`config.mk`:
```
export PLATFORM = sky130hd
export DESIGN_NAME = bool_op_stream
export DESIGN_NICKNAME = d
export VERILOG_FILES = /design/src/rtl/bool_op_stream.sv
export SDC_FILE = /design/constraint.sdc
export NUM_CORES = 1
export LEC_CHECK = 0
export ABC_AREA = 1
export BUFFER_PORTS_ARGS = -buffer_cell sky130_fd_sc_hd__buf_4
export CORE_MARGIN = 2
export CORE_UTILIZATION = 57
export CTS_BUF_LIST = sky130_fd_sc_hd__clkbuf_4 sky130_fd_sc_hd__clkbuf_8
export CTS_CLUSTER_DIAMETER = 200
export DETAILED_ROUTE_END_ITERATION = 12
export PLACE_DENSITY_LB_ADDON = 0.25
export SYNTH_ARGS = -nofsm -noshare
export SYNTH_HDL_FRONTEND = slang
export SYNTH_SLANG_ARGS = --single-unit
```
`constraint.sdc`:
```
create_clock -name clk_i -period 1.61 [get_ports clk_i]
set_input_delay 0.322 -clock clk_i [delete_from_list [all_inputs] [get_ports clk_i]]
set_output_delay 0.322 -clock clk_i [all_outputs]
set_load 0.02 [all_outputs]
```
`src/rtl/bool_op_stream.sv`:
```
`default_nettype none
// ============================================================================
// Module  : bool_op_stream
// Brief   : Pairs two streamed operand bytes and returns their boolean
//           AND/OR/NOT as one handshaked beat, with a wrapping beat count.
// Revision: 1.0 - initial release
// ============================================================================
module bool_op_stream #(
    parameter int DATA_W = 8,
    parameter int CNT_W  = 8
) (
    input  logic              clk_i,
    input  logic              rst_ni,
    input  logic              clr_i,
    input  logic [DATA_W-1:0] in_data_i,
    input  logic              in_valid_i,
    output logic              in_ready_o,
    output logic              out_valid_o,
    input  logic              out_ready_i,
    output logic              out_and_o,
    output logic              out_or_o,
    output logic              out_not_o,
    output logic [CNT_W-1:0]  result_cnt_o
);

    localparam logic [1:0] c_s_wait_a = 2'd0;
    localparam logic [1:0] c_s_wait_b = 2'd1;
    localparam logic [1:0] c_s_out    = 2'd2;

    logic [1:0]        r_state;
    logic [DATA_W-1:0] r_a;
    logic              r_and;
    logic              r_or;
    logic              r_not;
    logic [CNT_W-1:0]  r_cnt;

    logic w_a_true;
    logic w_b_true;
    logic w_in_xfer;
    logic w_out_xfer;

    // Handshake flags depend on the state register alone.
    assign in_ready_o  = (r_state == c_s_wait_a) || (r_state == c_s_wait_b);
    assign out_valid_o = (r_state == c_s_out);

    assign w_in_xfer  = in_valid_i && in_ready_o;
    assign w_out_xfer = out_valid_o && out_ready_i;
    assign w_a_true   = |r_a;
    assign w_b_true   = |in_data_i;

    always_ff @(posedge clk_i or negedge rst_ni) begin
        if (!rst_ni) begin
            r_state <= c_s_wait_a;
            r_a     <= '0;
            r_and   <= 1'b0;
            r_or    <= 1'b0;
            r_not   <= 1'b0;
            r_cnt   <= '0;
        end else if (clr_i) begin
            // Result registers keep their last values; only the pair and count reset.
            r_state <= c_s_wait_a;
            r_a     <= '0;
            r_cnt   <= '0;
        end else begin
            case (r_state)
                c_s_wait_a: begin
                    if (w_in_xfer) begin
                        r_a     <= in_data_i;
                        r_state <= c_s_wait_b;
                    end
                end
                c_s_wait_b: begin
                    if (w_in_xfer) begin
                        r_and   <= w_a_true && w_b_true;
                        r_or    <= w_a_true || w_b_true;
                        r_not   <= !w_a_true;
                        r_state <= c_s_out;
                    end
                end
                c_s_out: begin
                    if (w_out_xfer) begin
                        r_cnt   <= r_cnt + 1'b1;
                        r_state <= c_s_wait_a;
                    end
                end
                default: r_state <= c_s_wait_a;
            endcase
        end
    end

    assign out_and_o    = r_and;
    assign out_or_o     = r_or;
    assign out_not_o    = r_not;
    assign result_cnt_o = r_cnt;

endmodule
`default_nettype wire

```
==> results.yml <==
outcome:
  status: "completed"
global_routing:
  grt-ovfl-total: 0
  grt_max_degree: 22
  grt_pass1_vias: 807
  grt_pass1_wl_um: 3305
  antenna_found_initial: 0
  grt.total_usage_pct: 22.35
cts:
  insertion_delay_ps: 300
  cts-htree-levels: 1
  clkSlewWorstSetupHoldPaths_ps: 120
  cts_resized: 0
  postCtsSetupBuffers: 0
  clock-root-buffer: "clkbuf_4"
  cts_sinks: 21
  cts_tree: "built"
  cts_buffers: 3
  clk_path_buf_depth: 2
power:
  finalPower_mw: 1.144
  powerDensity_nw_per_um2: 923.7
  cellLeakagePower_nw: 0.6388
  vdd_drop_max_mv: 0.9001
timing:
  setup_tns_ps: 0
  slew_violations: 0
  setup_viol: 0
  worstMarginPinSlew_ps: 500.6
  period_minus_slack_ps: 1419
  period_share_pct: 88.12
  max-slew-margin-rel_pct: 66.50
  finClkSkew_ps: 7.891
  hold_viol_final: 0
  max_freq_mhz: 704.8
  rsz0062_at_grt: "no"
yosys:
  synth_cell_type_count: 14
  ys_seq_area_share_pct: 53.37
  ys_seq_elements: 21
  synth_nets: 136
  synth_cells: 122
  netlist_area_sq_um: 984.7
  synth.avg_cell_area_sq_um: 8.071
  yosysWarningCount: 0
finish:
  fin_util_pct: 74.16
  layout_commonest_cell: "buf_4"
  insertedDiodeCount: 0
  multi_input_area_sq_um: 381.6
  seqCellArea_sq_um: 525.5
  final_cell_mix: "27 x buf_4, 22 x nand2_1, 21 x dfrtp_1, 18 x inv_1, 16 x nand3_1"
  fin_nets: 167
  syn2layout_area_growth_pct: 25.79
  fillers: 122
  drive_gt1_share_pct: 22.37
  finalInstanceArea_sq_um: 1239
floorplan:
  pin_count: 26
  core_sq_um: 1670
  fp.dieH_um: 45.57
  placementRows: 15
  die-area_sq_um: 2076
  fp.dieW_um: 45.57
  initial_utilization_pct: 58.95
routing:
  firstDrtPassIters: 4
  vias: 887
  drcViolationCount: 0
  routed_via_density: 5.249
  wire_per_inst_um: 11.98
  final_antenna_net_count: 0
  routed_wl_um: 2025
  drt_first_iter_violations: 11
critical_path:
  crit_required_ps: 1290
  crit_type: "reg -> out"
  r2r_cells: 5
  end_kind: "output pin"
  worstPathMaxFanout: 3
  critPathArrivalTime_ps: 1100
  worstSetupStartpointType: "register"
placed_design:
  hpwl_um: 1527
  placed_cell_area_sq_um: 1199
  port_buffers: 25
  gp_congestion: 0.7523
worst_hold_path:
  min_path_cells: 3
  hold_path.class: "in -> reg"
job:
  max_cap_viol_count: 0
## metal layers
| layer | wire [um] | GRT usage (%) |
|---|---|---|
| met1 | 909 | 24.75 |
| met2 | 1017 | 40.85 |
| met3 | 82 | 4.762 |
| met4 | 14 | 8.824 |
| met5 | 0 | 0 |
## through the flow
| stage | std cells | hold slack, ps | setup WS, ps |
|---|---|---|---|
| detailed placement | 164 | 221.2 | 303.4 |
| global route | 169 | 278.2 | 116.3 |
| global placement | 164 | 220.3 | 407.2 |
| finish | 169 | 265.4 | 191.2 |
| CTS | 169 | 258.2 | 189.5 |
| floorplan | 122 | 26.41 | 426.6 |
## flip-flops by register name (all words and copies together), names as in the netlist
register      cells
out_and_o         1
r_state           2
r_a               8
out_not_o         1
result_cnt_o      8
out_or_o          1
## worst paths after layout
path,slack (ps),from,end
max in group asynchronous,970,rst_ni,r_a[3]$_DFFE_PN0P_
hold / removal,270,in_data_i[2],r_a[2]$_DFFE_PN0P_
setup reg to reg,240,r_state[0]$_DFFE_PN0P_,r_a[5]$_DFFE_PN0P_
setup / recovery,190,r_state[0]$_DFFE_PN0P_,out_valid_o
hold reg to reg,500,out_and_o$_DFFE_PN0P_,out_and_o$_DFFE_PN0P_
min in group asynchronous,420,rst_ni,result_cnt_o[4]$_DFFE_PN0P_
## final cells by class
class                      instances  area share (%)
sequential                        21           42.42
multi-input combinational         81           30.81
clock buffer                       4           2.424
tap                               17           1.717
timing repair buffer              28           17.17
inverter                          18           5.455
## power by group
| group | switching [mW] | leakage (nW) | internal, mW |
|---|---|---|---|
| clock | 0.156 | 0.0184 | 0.113 |
| sequential | 0.0387 | 0.282 | 0.579 |
| combinational | 0.147 | 0.339 | 0.110 |
| total | 0.342 | 0.639 | 0.802 |
## worst max-delay path: stages (launching register included)
cell     delay, ps
dfrtp_1        420
inv_1          110
nand2_1         80
inv_1           60
buf_4          130
## timing repair
action | CTS | global route
setup endpoints to repair | 0 | 0
hold buffers | 1 | 0
hold endpoints to repair | 21 | 0
## synth_stat cells (all sizes together)
cell	number	area share, %
nand2	22	8.4
dfrtp	21	53
inv	18	6.9
nand3	17	9.1
nor2	16	6.6
o21ai	13	6.6
a21oi	8	4.1
nand4	3	1.9
buf	2	1.0
ha	1	1.3
nor3b	1	0.76
## cells by family (layout without fill, tap and decap cells)
| group | Yosys count | count (layout) | synth area share [%] |
|---|---|---|---|
| simple gates | 59 | 59 | 26.81 |
| compound gates | 21 | 21 | 10.67 |
| fa+ha+maj | 1 | 1 | 1.270 |
| buf+inv | 20 | 50 | 7.878 |
| flops | 21 | 21 | 53.37 |
Power figures use the tool's default switching activity.
